**config.mk**
```make
export PLATFORM = sky130hd
export DESIGN_NAME = vec_mem_seq_flat
export DESIGN_NICKNAME = d
export VERILOG_FILES = /design/src/rtl/vec_mem_seq_if.sv /design/src/rtl/vec_mem_seq.sv /design/src/flat_wrapper.sv
export SDC_FILE = /design/constraint.sdc
export NUM_CORES = 1
export LEC_CHECK = 0
export CAP_MARGIN = 5
export CORE_MARGIN = 2
export CORE_UTILIZATION = 40
export DETAILED_ROUTE_END_ITERATION = 6
export GPL_TIMING_DRIVEN = 0
export PLACE_DENSITY_LB_ADDON = 0.08
export SYNTH_ARGS = -nofsm -noshare
export SYNTH_HDL_FRONTEND = slang
export SYNTH_SLANG_ARGS = --single-unit
```
**constraint.sdc**
```tcl
create_clock -name Clk1 -period 3.4 [get_ports Clk1]
set_input_delay 0.68 -clock Clk1 [delete_from_list [all_inputs] [get_ports Clk1]]
set_output_delay 0.68 -clock Clk1 [all_outputs]
set_load 0.005 [all_outputs]
```
**src/rtl/vec_mem_seq_if.sv**
```systemverilog
// Request, result and memory-bus signals of the vector load/store sequencer.
// The sequencer sits on the slave side; the control FSM and memory sit on the master side.
interface vec_mem_seq_if #(
    parameter int ELEM_W = 16,
    parameter int LANES  = 16,
    parameter int ADDR_W = 16
);
    logic                      start;
    logic                      is_store;
    logic [ADDR_W-1:0]         base_addr;
    logic [ADDR_W-1:0]         stride;
    logic [$clog2(LANES):0]    vl;
    logic [LANES*ELEM_W-1:0]   st_data;
    logic [LANES*ELEM_W-1:0]   ld_data;
    logic                      busy;
    logic                      done;
    logic [ADDR_W-1:0]         Addr;
    logic                      RD;
    logic                      WR;
    logic [ELEM_W-1:0]         dataOut;
    logic [ELEM_W-1:0]         DataIn;

    modport slave (
        input  start, is_store, base_addr, stride, vl, st_data, DataIn,
        output ld_data, busy, done, Addr, RD, WR, dataOut
    );

    modport master (
        output start, is_store, base_addr, stride, vl, st_data, DataIn,
        input  ld_data, busy, done, Addr, RD, WR, dataOut
    );
endinterface

```
**src/rtl/vec_mem_seq.sv**
```systemverilog
// Vector load/store sequencer: walks N strided addresses on the single-port memory bus,
// gathering read data into ld_data (load) or emitting latched lanes (store).
module vec_mem_seq #(
    parameter int ELEM_W = 16,
    parameter int LANES  = 16,
    parameter int ADDR_W = 16
) (
    input logic          Clk1,
    input logic          Reset,
    vec_mem_seq_if.slave bus
);
    localparam int CW = $clog2(LANES) + 1;
    localparam int KI = $clog2(LANES);

    typedef enum logic [2:0] {S_IDLE, S_LOAD, S_DRAIN, S_STORE, S_DONE} state_t;

    state_t                       state_q, state_d;
    logic [CW-1:0]                k_q, k_d;
    logic [CW-1:0]                n_q, n_d;
    logic [ADDR_W-1:0]            addr_q, addr_d;
    logic [ADDR_W-1:0]            stride_q, stride_d;
    logic [LANES-1:0][ELEM_W-1:0] st_q, st_d;
    logic [LANES-1:0][ELEM_W-1:0] ld_q, ld_d;
    logic [CW-1:0]                vl_eff;
    logic                         last;

    assign vl_eff = (bus.vl == '0 || bus.vl > CW'(LANES)) ? CW'(LANES) : bus.vl;
    assign last   = (k_q == n_q - CW'(1));

    always_comb begin
        state_d  = state_q;
        k_d      = k_q;
        n_d      = n_q;
        addr_d   = addr_q;
        stride_d = stride_q;
        st_d     = st_q;
        case (state_q)
            S_IDLE: begin
                if (bus.start) begin
                    k_d      = '0;
                    n_d      = vl_eff;
                    addr_d   = bus.base_addr;
                    stride_d = bus.stride;
                    st_d     = bus.st_data;
                    state_d  = bus.is_store ? S_STORE : S_LOAD;
                end
            end
            S_LOAD, S_STORE: begin
                // Accumulated address wraps modulo 2^ADDR_W by truncation.
                addr_d = addr_q + stride_q;
                k_d    = k_q + CW'(1);
                if (last) state_d = (state_q == S_LOAD) ? S_DRAIN : S_DONE;
            end
            S_DRAIN: state_d = S_DONE;
            S_DONE:  state_d = S_IDLE;
            default: state_d = S_IDLE;
        endcase
    end

    // Read data lags RD by one cycle, so lane k-1 is captured while lane k is issued.
    always_comb begin
        ld_d = ld_q;
        for (int i = 0; i < LANES; i++) begin
            if (state_q == S_LOAD && k_q == CW'(i + 1))
                ld_d[i] = bus.DataIn;
            if (state_q == S_DRAIN) begin
                if (CW'(i) == n_q - CW'(1))
                    ld_d[i] = bus.DataIn;
                else if (CW'(i) >= n_q)
                    ld_d[i] = '0;
            end
        end
    end

    always_ff @(posedge Clk1) begin
        if (Reset) begin
            state_q  <= S_IDLE;
            k_q      <= '0;
            n_q      <= '0;
            addr_q   <= '0;
            stride_q <= '0;
            st_q     <= '0;
            ld_q     <= '0;
        end else begin
            state_q  <= state_d;
            k_q      <= k_d;
            n_q      <= n_d;
            addr_q   <= addr_d;
            stride_q <= stride_d;
            st_q     <= st_d;
            ld_q     <= ld_d;
        end
    end

    assign bus.busy    = (state_q != S_IDLE);
    assign bus.done    = (state_q == S_DONE);
    assign bus.RD      = (state_q == S_LOAD);
    assign bus.WR      = (state_q == S_STORE);
    assign bus.Addr    = (state_q == S_LOAD || state_q == S_STORE) ? addr_q : '0;
    assign bus.dataOut = (state_q == S_STORE) ? st_q[k_q[KI-1:0]] : '0;
    assign bus.ld_data = ld_q;
endmodule

```
**src/flat_wrapper.sv**
```systemverilog
// flat-port wrapper written by rule: the top's interface ports become plain ports
module vec_mem_seq_flat 
#(
    parameter int ELEM_W = 16,
    parameter int LANES  = 16,
    parameter int ADDR_W = 16
)
  (Clk1, Reset, bus_start, bus_is_store, bus_base_addr, bus_stride, bus_vl, bus_st_data, bus_DataIn, bus_ld_data, bus_busy, bus_done, bus_Addr, bus_RD, bus_WR, bus_dataOut);
  vec_mem_seq_if #(.ELEM_W(ELEM_W), .LANES(LANES), .ADDR_W(ADDR_W)) bus_i ();
  input logic Clk1;
  input logic Reset;
  input wire logic [$bits(bus_i.start)-1:0] bus_start;
  input wire logic [$bits(bus_i.is_store)-1:0] bus_is_store;
  input wire logic [$bits(bus_i.base_addr)-1:0] bus_base_addr;
  input wire logic [$bits(bus_i.stride)-1:0] bus_stride;
  input wire logic [$bits(bus_i.vl)-1:0] bus_vl;
  input wire logic [$bits(bus_i.st_data)-1:0] bus_st_data;
  input wire logic [$bits(bus_i.DataIn)-1:0] bus_DataIn;
  output wire logic [$bits(bus_i.ld_data)-1:0] bus_ld_data;
  output wire logic [$bits(bus_i.busy)-1:0] bus_busy;
  output wire logic [$bits(bus_i.done)-1:0] bus_done;
  output wire logic [$bits(bus_i.Addr)-1:0] bus_Addr;
  output wire logic [$bits(bus_i.RD)-1:0] bus_RD;
  output wire logic [$bits(bus_i.WR)-1:0] bus_WR;
  output wire logic [$bits(bus_i.dataOut)-1:0] bus_dataOut;
  assign bus_i.start = bus_start;
  assign bus_i.is_store = bus_is_store;
  assign bus_i.base_addr = bus_base_addr;
  assign bus_i.stride = bus_stride;
  assign bus_i.vl = bus_vl;
  assign bus_i.st_data = bus_st_data;
  assign bus_i.DataIn = bus_DataIn;
  assign bus_ld_data = bus_i.ld_data;
  assign bus_busy = bus_i.busy;
  assign bus_done = bus_i.done;
  assign bus_Addr = bus_i.Addr;
  assign bus_RD = bus_i.RD;
  assign bus_WR = bus_i.WR;
  assign bus_dataOut = bus_i.dataOut;
  vec_mem_seq #(.ELEM_W(ELEM_W), .LANES(LANES), .ADDR_W(ADDR_W)) u_core (.Clk1(Clk1), .Reset(Reset), .bus(bus_i));
endmodule
```
==> qor.json, run 1 <==
{
  "mappedNetlistArea": {"value": 23660, "unit": "µm²"},
  "timing.max_cap.violations": {"value": 0},
  "tritoncts_clock_tree": {"value": "yes"},
  "synthesis.area_per_instance": {"value": 9.250, "unit": "µm²"},
  "worst_hold_path.endpoint": {"value": "u_core.st_q[182]$_SDFFE_PP0P_"},
  "r2r.worst_path.cells": {"value": 10},
  "timing.fmax": {"value": 0.2854, "unit": "GHz"},
  "layout.cells.most_common": {"value": "sky130_fd_sc_hd__nand2_1"},
  "synth_cell_types": {"value": 66},
  "irDropWorstVdd": {"value": 0.4069, "unit": "mV"},
  "hold_buffers": {"value": 0},
  "critPathLaunch": {"value": "u_core.k_q[0]$_SDFFE_PP0P_"},
  "synth_seq_cells": {"value": 557},
  "hold_wc_path_type": {"value": "reg2reg"},
  "worstHoldPathCells": {"value": 2},
  "num_io_pins": {"value": 605},
  "grt_overflow": {"value": 0},
  "commonest_register_cell_after_synthesis": {"value": "sky130_fd_sc_hd__dfxtp_1"},
  "status": {"value": "finished with violations"},
  "failed_checks": {"value": "negative setup slack"},
  "pin_count_of_the_biggest_net_entering_global_routing": {"value": 15},
  "static-leakage-power": {"value": 11.75, "unit": "nW"},
  "fp.dieW": {"value": 247.2, "unit": "µm"},
  "chipHeight": {"value": 247.2, "unit": "µm"},
  "cts.path.max_buffers": {"value": 3},
  "crit_path_max_fanout": {"value": 6},
  "routedWlPerCell": {"value": 21.97, "unit": "µm"},
  "synthCells": {"value": 2558},
  "startpoint_type": {"value": "register"},
  "post-dp-hpwl": {"value": 70610, "unit": "µm"},
  "final_number_of_hold_violating_endpoints": {"value": 0},
  "clock-root-buffer": {"value": "sky130_fd_sc_hd__clkbuf_16"},
  "route.detailed.vias_per_inst": {"value": 5.179},
  "worst-endpoint-arrival": {"value": 2.82, "unit": "ns"},
  "post_route_cells_drive_above_1_share": {"value": 0.1064},
  "final_max_slew_viol_count": {"value": 0},
  "period_minus_slack": {"value": 3.504, "unit": "ns"},
  "clk_pin_slew": {"value": 0.06, "unit": "ns"},
  "initial_utilization": {"value": 0.4025},
  "r2r_setup_slack": {"value": 0.28, "unit": "ns"},
  "die_area": {"value": 61120, "unit": "µm²"},
  "total_area_of_multi_input_combinational_cells": {"value": 11490, "unit": "µm²"},
  "rsz0062_at_grt": {"value": "yes"},
  "final_min_period_over_clock_period": {"value": 1.031},
  "grtUsageTotal": {"value": 0.2828},
  "final_nets": {"value": 3578},
  "numCtsBuffers": {"value": 59},
  "relative_max_transition_margin": {"value": 0.3891},
  "finalCoreUtilization": {"value": 0.5645},
  "place.gp.congestion": {"value": 0.9129},
  "power_density": {"value": 477.0, "unit": "nW/µm²"},
  "yosys_warnings": {"value": 0},
  "synth-edff-count": {"value": 0},
  "io_buffer_count": {"value": 604},
  "fp.coreArea": {"value": 58800, "unit": "µm²"},
  "synthToLayoutAreaGrowth": {"value": 40.28, "unit": "%"},
  "timing.final.setup_violations": {"value": 15},
  "drc_errors": {"value": 0},
  "totalWireLength": {"value": 89310, "unit": "µm"},
  "crit_path_end_kind": {"value": "primary output"},
  "setup_total_negative_slack": {"value": -0.9906, "unit": "ns"},
  "grt_pass1_vias": {"value": 21010},
  "area.sequential": {"value": 11150, "unit": "µm²"},
  "route.vias.total": {"value": 21050},
  "htreeDepth": {"value": 2},
  "antenna_left": {"value": 0},
  "num_clock_sinks": {"value": 557},
  "wire_length_of_the_first_global_routing_pass": {"value": 129200, "unit": "µm"},
  "hp-start": {"value": "u_core.st_q[182]$_SDFFE_PP0P_"},
  "synthesis.nets": {"value": 2898},
  "timing.clock.skew": {"value": 0.02576, "unit": "ns"},
  "reg2reg_to": {"value": "u_core.bus.ld_data[169]$_SDFF_PP0_"},
  "reg2reg_from": {"value": "u_core.n_q[0]$_SDFFE_PP0P_"},
  "drt-pass1-iter-count": {"value": 5},
  "post-route-worst-setup-slack": {"value": -0.1040, "unit": "ns"},
  "worstSetupPathType": {"value": "reg2out"},
  "dp_worst_setup_slack": {"value": -0.8218, "unit": "ns"},
  "initial_antenna_violation_count": {"value": 16},
  "async_reset_ff_frac": {"value": 0},
  "filler_cell_count": {"value": 5269},
  "layout_common_cells": {"value": "sky130_fd_sc_hd__nand2_1 (609), sky130_fd_sc_hd__clkdlybuf4s50_1 (588), sky130_fd_sc_hd__dfxtp_1 (556)"},
  "max_slew.worst_pin.slew": {"value": 0.9163, "unit": "ns"},
  "floorplan.rows": {"value": 89},
  "seq_area_frac_synth": {"value": 0.4712},
  "drt_iter0_markers": {"value": 1211},
  "clk-insertion-delay-late": {"value": 0.62, "unit": "ns"},
  "required": {"value": 2.72, "unit": "ns"}
}
flip-flops by register name, summed over array words and instances, names as in the netlist:
name and flops:
u_core.addr_q 16, u_core.bus.ld_data 256, u_core.state_q 3, u_core.stride_q 16
u_core.st_q 256, u_core.k_q 5, u_core.n_q 5
cell type report:
cell class,instances,area share
Clock buffer,81,0.05217
Sequential cell,557,0.3360
Inverter,13,0.001470
Antenna cell,12,0.0009047
Buffer,191,0.03984
Tap cell,773,0.02914
Clock inverter,22,0.007501
Timing Repair Buffer,621,0.1867
Multi-Input combinational cell,1795,0.3463
cells by family after synthesis:
family / share of synthesized area
xor gates and xnor gates: 0.006662
buffers and inverters: 0.04579
and+or+nand+nor: 0.1767
adders and majority gates: 0.01459
AOI/OAI and AO/OA: 0.09851
muxes: 0.1865
DFF: 0.4712
Yosys cell counts (all sizes together), types with 7 or more instances:
cell | count | area, µm²
a21o | 13 | 98.85
a21oi | 294 | 1471
a311oi | 7 | 61.31
a31o | 10 | 87.58
and2 | 23 | 146.4
buf | 60 | 498.0
clkbuf | 131 | 511.7
dfxtp | 557 | 11150
ha | 26 | 325.3
inv | 13 | 48.80
mux2i | 261 | 2613
mux4 | 80 | 1802
nand2 | 610 | 2290
nand3 | 17 | 85.08
nand4 | 11 | 68.82
nor2 | 289 | 1142
nor2b | 18 | 112.6
nor3 | 11 | 55.05
o21ai | 36 | 352.8
xnor2 | 13 | 113.9
how the worst max path moves through the flow:
stage          slack, ns              end
2_1_floorplan       0.51   bus_dataOut[0]
3_3_place_gp       -0.78  bus_dataOut[12]
3_5_place_dp       -0.82  bus_dataOut[12]
4_1_cts            -0.11  bus_dataOut[10]
5_1_grt            -0.13  bus_dataOut[10]
6_report           -0.10  bus_dataOut[10]
report_power, final:
group	total [mW]	switching, mW	internal [mW]
Sequential	6.97	0.168	6.80
Combinational	2.27	1.25	1.02
Clock	6.59	2.68	3.91
Total	15.8	4.10	11.7
metal layers:
metal	share of wire	global-route usage	wire [µm]	vias to the layer above
met5	0.00073	0	65	-
met4	0.051	0.1474	4592	10
li1	-	-	-	10050
met2	0.49	0.4900	43930	763
met3	0.063	0.05188	5658	195
met1	0.39	0.3327	35070	10040
worst max-delay path: stages, from the launching register on:
cell and delay, ns:
sky130_fd_sc_hd__dfxtp_2 0.36, sky130_fd_sc_hd__clkbuf_16 0.17, sky130_fd_sc_hd__buf_12 0.14, sky130_fd_sc_hd__buf_12 0.13, sky130_fd_sc_hd__buf_6 0.09, sky130_fd_sc_hd__mux4_2 0.54, sky130_fd_sc_hd__mux4_2 0.48, sky130_fd_sc_hd__nor2b_4 0.15
sky130_fd_sc_hd__buf_2 0.13
stage by stage:
step	cells	hold WS (ns)	cell area (µm²)	total power, mW
after CTS	4053	0.4545	33160	15.93
after floorplan	2558	0.4331	23660	8.193
after global routing	4063	0.4697	33190	16.40
after global placement	3935	0.4395	30680	9.197
final	4065	0.4530	33190	15.83
after detailed placement	3935	0.4450	30680	9.232
what timing repair did:
action / 4_1_cts / 5_1_grt
endpoints found under the setup margin: 33 / 25
gates cloned: 3 / 0
gates resized for setup: 180 / 7
setup buffers: 13 / 1
No activity file was read; power rests on OpenSTA's default activity.
==> inputs of run 2 (changes only) <==
SETUP_SLACK_MARGIN = 0.02   (was default)
==> results of run 2 <==
The final DEF is identical to that of run 1; final timing and power are the same.
